===== src/rtl/alu_pkg.sv =====
// Shared opcode constants, FSM state encoding and default latencies for the
// ALU issue controller.
package alu_pkg;

    localparam logic [1:0] OP_ADD = 2'b00;
    localparam logic [1:0] OP_SUB = 2'b01;
    localparam logic [1:0] OP_MUL = 2'b10;
    localparam logic [1:0] OP_DIV = 2'b11;

    localparam int DEF_LAT_ADD = 1;
    localparam int DEF_LAT_SUB = 1;
    localparam int DEF_LAT_MUL = 2;
    localparam int DEF_LAT_DIV = 4;

    // Wide enough to hold LAT-1 for the largest legal latency of 8.
    localparam int CNT_W = 3;

    typedef enum logic [1:0] {
        ST_IDLE = 2'd0,
        ST_EXEC = 2'd1,
        ST_DONE = 2'd2
    } state_e;

endpackage


===== src/rtl/alu_issue_ctrl.sv =====
// Issues one operation at a time to an external combinational ALU, waits the
// per-opcode settle time, then holds the result until writeback takes it.
module alu_issue_ctrl
    import alu_pkg::*;
#(
    parameter int LAT_ADD = DEF_LAT_ADD,
    parameter int LAT_SUB = DEF_LAT_SUB,
    parameter int LAT_MUL = DEF_LAT_MUL,
    parameter int LAT_DIV = DEF_LAT_DIV
) (
    input  logic       clk,
    input  logic       reset,
    input  logic       in_valid,
    output logic       in_ready,
    input  logic [7:0] in_rs,
    input  logic [7:0] in_rt,
    input  logic [1:0] in_op,
    input  logic [3:0] in_rd,
    output logic [7:0] alu_rs,
    output logic [7:0] alu_rt,
    output logic [1:0] alu_op,
    input  logic [7:0] alu_out,
    output logic       out_valid,
    input  logic       out_ready,
    output logic [7:0] out_data,
    output logic [3:0] out_rd,
    output logic       out_divz,
    output logic       busy
);

    state_e             state_q, state_d;
    logic [CNT_W-1:0]   cnt_q, cnt_d;
    logic [7:0]         rs_q, rs_d, rt_q, rt_d;
    logic [1:0]         op_q, op_d;
    logic [3:0]         rd_q, rd_d;
    logic [7:0]         data_q, data_d;
    logic               divz_q, divz_d;

    logic               accept;
    logic               acceptDivz;
    logic [CNT_W-1:0]   latSel;

    assign accept     = in_valid && in_ready;
    assign acceptDivz = (in_op == OP_DIV) && (in_rt == 8'd0);

    always_comb begin
        latSel = CNT_W'(LAT_ADD - 1);
        case (in_op)
            OP_ADD:  latSel = CNT_W'(LAT_ADD - 1);
            OP_SUB:  latSel = CNT_W'(LAT_SUB - 1);
            OP_MUL:  latSel = CNT_W'(LAT_MUL - 1);
            OP_DIV:  latSel = CNT_W'(LAT_DIV - 1);
            default: latSel = CNT_W'(LAT_ADD - 1);
        endcase
    end

    always_ff @(posedge clk or posedge reset) begin
        if (reset) begin
            state_q <= ST_IDLE;
            cnt_q   <= '0;
        end else begin
            state_q <= state_d;
            cnt_q   <= cnt_d;
        end
    end

    // Acceptance takes priority: from DONE it retires the old result and
    // starts the new one on the same edge, so there is no idle bubble.
    always_comb begin
        state_d = state_q;
        cnt_d   = cnt_q;
        if (accept) begin
            state_d = acceptDivz ? ST_DONE : ST_EXEC;
            cnt_d   = acceptDivz ? '0 : latSel;
        end else begin
            case (state_q)
                ST_IDLE: state_d = ST_IDLE;
                ST_EXEC: begin
                    if (cnt_q == '0) begin
                        state_d = ST_DONE;
                    end else begin
                        cnt_d = cnt_q - 1'b1;
                    end
                end
                ST_DONE: begin
                    if (out_ready) begin
                        state_d = ST_IDLE;
                    end
                end
                default: begin
                    state_d = ST_IDLE;
                    cnt_d   = '0;
                end
            endcase
        end
    end

    always_comb begin
        in_ready  = (state_q == ST_IDLE) || ((state_q == ST_DONE) && out_ready);
        out_valid = (state_q == ST_DONE);
        busy      = (state_q != ST_IDLE);
    end

    always_comb begin
        rs_d   = rs_q;
        rt_d   = rt_q;
        op_d   = op_q;
        rd_d   = rd_q;
        data_d = data_q;
        divz_d = divz_q;
        if (accept) begin
            rs_d = in_rs;
            rt_d = in_rt;
            op_d = in_op;
            rd_d = in_rd;
            if (acceptDivz) begin
                data_d = 8'hFF;
                divz_d = 1'b1;
            end
        end else if ((state_q == ST_EXEC) && (cnt_q == '0)) begin
            data_d = alu_out;
            divz_d = 1'b0;
        end
    end

    always_ff @(posedge clk or posedge reset) begin
        if (reset) begin
            rs_q   <= '0;
            rt_q   <= '0;
            op_q   <= OP_ADD;
            rd_q   <= '0;
            data_q <= '0;
            divz_q <= 1'b0;
        end else begin
            rs_q   <= rs_d;
            rt_q   <= rt_d;
            op_q   <= op_d;
            rd_q   <= rd_d;
            data_q <= data_d;
            divz_q <= divz_d;
        end
    end

    assign alu_rs   = rs_q;
    assign alu_rt   = rt_q;
    assign alu_op   = op_q;
    assign out_data = data_q;
    assign out_rd   = rd_q;
    assign out_divz = divz_q;

endmodule


===== config.mk =====
export PLATFORM = sky130hd
export DESIGN_NAME = alu_issue_ctrl
export DESIGN_NICKNAME = d
export VERILOG_FILES = /design/src/rtl/alu_pkg.sv /design/src/rtl/alu_issue_ctrl.sv
export SDC_FILE = /design/constraint.sdc
export NUM_CORES = 1
export LEC_CHECK = 0
export CAP_MARGIN = 25
export CORE_MARGIN = 2
export CORE_UTILIZATION = 45
export CTS_CLUSTER_SIZE = 12
export DETAILED_ROUTE_END_ITERATION = 8
export HOLD_SLACK_MARGIN = 0.05
export PLACE_DENSITY = 0.89
export SETUP_SLACK_MARGIN = 0.5
export SLEW_MARGIN = 20
export SYNTH_ARGS = -nofsm -noshare
export SYNTH_HDL_FRONTEND = slang
export SYNTH_SLANG_ARGS = --single-unit

===== constraint.sdc =====
create_clock -name clk -period 3.68 [get_ports clk]
set_input_delay 0.92 -clock clk [delete_from_list [all_inputs] [get_ports clk]]
set_output_delay 0.92 -clock clk [all_outputs]
set_load 0.05 [all_outputs]

==> run metrics <==
worst min-delay path class reg -> reg; clock root buffer master sky130_fd_sc_hd__clkbuf_4; average cell area after synthesis 12.6 µm²; unrepaired setup endpoints after global routing false; number of buffers inserted during clock tree synthesis 5; WS Path Type in -> out; number of enable flip-flop cells after synthesis 0; remaining antenna violation count after routing 0; total of cells resized after clock tree synthesis 0; post-synthesis adder-cell area fraction 1.61%; relative slew slack 65.9%; number of fill cells in the layout 252; first-pass GRT wire length 5880 µm; outcome finished clean; cell chain of the critical path clkdlybuf4s50_1 -> nor2b_4 -> nor2_1 -> buf_4; GRT Util Overall 18.9%; Worst-Skew Late Latency 0.32 ns; multiplexer share of the synthesized area 15.9%; fraction of synthesized cell area in xor and xnor cells 0.562%; fraction of final layout cells with drive strength greater than 1 19.2%; met1 layer usage reported by global route 21.7%; met3 Usage GRT 7.03%; number of buffers inserted by hold repair at cts 0; Post-Synth Simple-Gate Area 16.3%; Final HPWL DP 2600 µm; die height 62.8 µm; GRT Residual Overflow 0; Final Hold Fails 0; delay of the slowest cell on the worst path 0.55 ns; Post-Syn Instances 124; core outline area 3340 µm²; proportion of power drawn by flip-flops and latches 29.1%; switching power 1160 µW; top_reg_cell synth sky130_fd_sc_hd__dfrtp_1; Chip Width 62.8 µm; post-synth cell types 27; CTS Buffer Depth 2; area of the die 3950 µm²; pins over their slew limit 0; GRT Max-Usage Layer met2; Final Cycle Share 74.7%; sort of element at the end of the critical path output port; Final Core Density 69.8%; via count of the first global-routing pass 1331; leakage dissipation 0.000993 µW; clock-pin slew on the worst setup and hold paths 0.09 ns; required time of the worst setup path 2.76 ns; TritonCTS clock tree yes; number of diodes added for antenna fixing 0; number of antenna violations at the first check in global routing 0; Arr. time, crit path 1.83 ns; total setup violations reported at the end of the flow 0; Clock power frac 8.7%; Synth Area in Compound Gates 4.58%; I/O pin count 68; number of vias in the routed layout 1219; fraction of power spent switching nets 48.4%; Clock Skew 0.00433 ns; global placer's final weighted congestion 0.740; detailed-router iteration count before antenna repair 4; number of H-tree levels 2; worst ir drop on vdd 629 µV; starting density of the core 46.7%; Mapped Area 1560 µm²; setup TNS 0 ns; area added between synthesis and finish 49.6%; total nets after synthesis 160; ys async rst share 100%; startpoint type of the worst setup path input port; total power divided by cell area 1030 nW/µm²; count of max-cap constraint violations 0; count of standard-cell rows 21; register area share after synthesis 57.8%; total wirelength of the detailed-routed design 3340 µm; critical path buffer and inverter count 2; number of design-rule violations left by the first detailed-router iteration 83; CTS sink count 36; number of buffers added for setup after CTS 0; maximum clock frequency 0.364 GHz; number of remaining DRC errors 0; dominant combinational cell family by area after synthesis simple AND/OR/NAND/NOR gates; final period demand of the worst path 2.75 ns; total of buffers placed on input and output ports 67; category of cells accounting for the largest share of critical-path delay buffers and inverters; transition time of the tightest slew-check pin 0.510 ns; met2 track demand over resource in global routing 32.5%; count of yosys warnings during synthesis 0; number of synthesized register bits 36; maximum number of pins on one net before global-route repair 32; worst hold slack 0.513 ns; Nets 233; Worst path slowest cell sky130_fd_sc_hd__clkdlybuf4s50_1; Int Pwr 1240 µW; maximum fanout count along the critical path 3; vias per std cell 5.00; detail-routed net length per standard cell 13.7 µm; combinational cell fraction of total power 62.2%
[layer usage]
metal  vias to the layer above  part of all wire, %
li1                        573                    -
met1                       591                   41
met2                        53                   50
met3                         2                  8.5
met4                         0                 0.51
met5                         -                    0
[worst paths after layout]
path | start | endpoint | slack [ns] | cells past startpoint
max in group asynchronous | reset | alu_rt[6] | 2.19 | 3
max | out_ready | in_ready | 0.93 | 4
min in group asynchronous | reset | alu_rs[6] | 0.84 | 2
min | out_data[4] | out_data[4] | 0.51 | 2
min reg2reg | out_data[4] | out_data[4] | 0.51 | 2
max reg2reg | cnt_q[0] | cnt_q[1] | 2.08 | 6
[registers in the layout, indices dropped and copies added (netlist names)]
name / flops
cnt_q: 3
alu_op: 2
alu_rs: 8
out_data: 8
out_rd: 4
alu_rt: 8
out_divz: 1
state_q: 2
[cell usage after synthesis, types with 2 or more instances]
cell / number / area (µm²)
sky130_fd_sc_hd__nor2_1: 2 / 7.51
sky130_fd_sc_hd__o21ai_0: 2 / 10.0
sky130_fd_sc_hd__ha_1: 2 / 25.0
sky130_fd_sc_hd__nand3_1: 9 / 45.0
sky130_fd_sc_hd__inv_1: 6 / 22.5
sky130_fd_sc_hd__mux2_2: 22 / 248
sky130_fd_sc_hd__dfrtp_1: 36 / 901
sky130_fd_sc_hd__nand2_1: 22 / 82.6
sky130_fd_sc_hd__a21oi_1: 2 / 10.0
sky130_fd_sc_hd__buf_6: 2 / 22.5
sky130_fd_sc_hd__a22o_1: 3 / 26.3
[cell usage in the layout (no fill, tap or decap), types with 2 or more instances in the layout]
cell                              instances
sky130_fd_sc_hd__clkdlybuf4s50_1         66
sky130_fd_sc_hd__dfrtp_1                 36
sky130_fd_sc_hd__nand2_1                 22
sky130_fd_sc_hd__mux2_2                  22
sky130_fd_sc_hd__nand3_1                  9
sky130_fd_sc_hd__inv_1                    6
sky130_fd_sc_hd__clkbuf_4                 5
sky130_fd_sc_hd__a22o_1                   3
sky130_fd_sc_hd__buf_4                    3
sky130_fd_sc_hd__nor2_1                   2
sky130_fd_sc_hd__o21ai_0                  2
sky130_fd_sc_hd__a21oi_1                  2
sky130_fd_sc_hd__ha_1                     2
sky130_fd_sc_hd__clkbuf_1                 2
[worst reg2reg max path, cell delays in order (launching register included)]
cell and delay (ns):
sky130_fd_sc_hd__dfrtp_1 0.42, sky130_fd_sc_hd__inv_1 0.07, sky130_fd_sc_hd__ha_1 0.14, sky130_fd_sc_hd__ha_1 0.24, sky130_fd_sc_hd__and2_1 0.34, sky130_fd_sc_hd__o21ai_0 0.15, sky130_fd_sc_hd__a21boi_1 0.14
[cell type report]
| cell class | count | area, µm² | area share (%) |
|---|---|---|---|
| inverter | 6 | 22.5 | 0.967 |
| timing repair buffer | 69 | 683 | 29.3 |
| sequential | 36 | 901 | 38.7 |
| clock buffer | 8 | 58.8 | 2.52 |
| multi-input combinational | 79 | 607 | 26.0 |
| tap | 46 | 57.6 | 2.47 |
[cells by family (layout without fill, tap and decap cells)]
kind of cell	after synthesis	after routing
DFF	36	36
xor gates and xnor gates	1	1
buffers and inverters	9	83
and+or+nand+nor	44	44
muxes	22	22
AOI/OAI and AO/OA	10	10
adders and majority gates	2	2
[power groups by stage]
stage	Combinational, µW	Sequential (µW)	Clock, µW
global route	1580	721	234
floorplan	441	1280	0
detailed placement	1500	707	0
finish	1490	700	209
CTS	1510	701	219
global placement	1480	691	0
[stage by stage]
stage	setup slack, ns	total power (µW)	cell area (µm²)	instances
finish	0.932	2400	2330	244
global route	0.857	2530	2330	244
CTS	0.929	2430	2330	244
floorplan	1.16	1720	1560	124
global placement	0.959	2170	2270	236
detailed placement	0.933	2210	2270	236
Power figures use the tool's default switching activity.
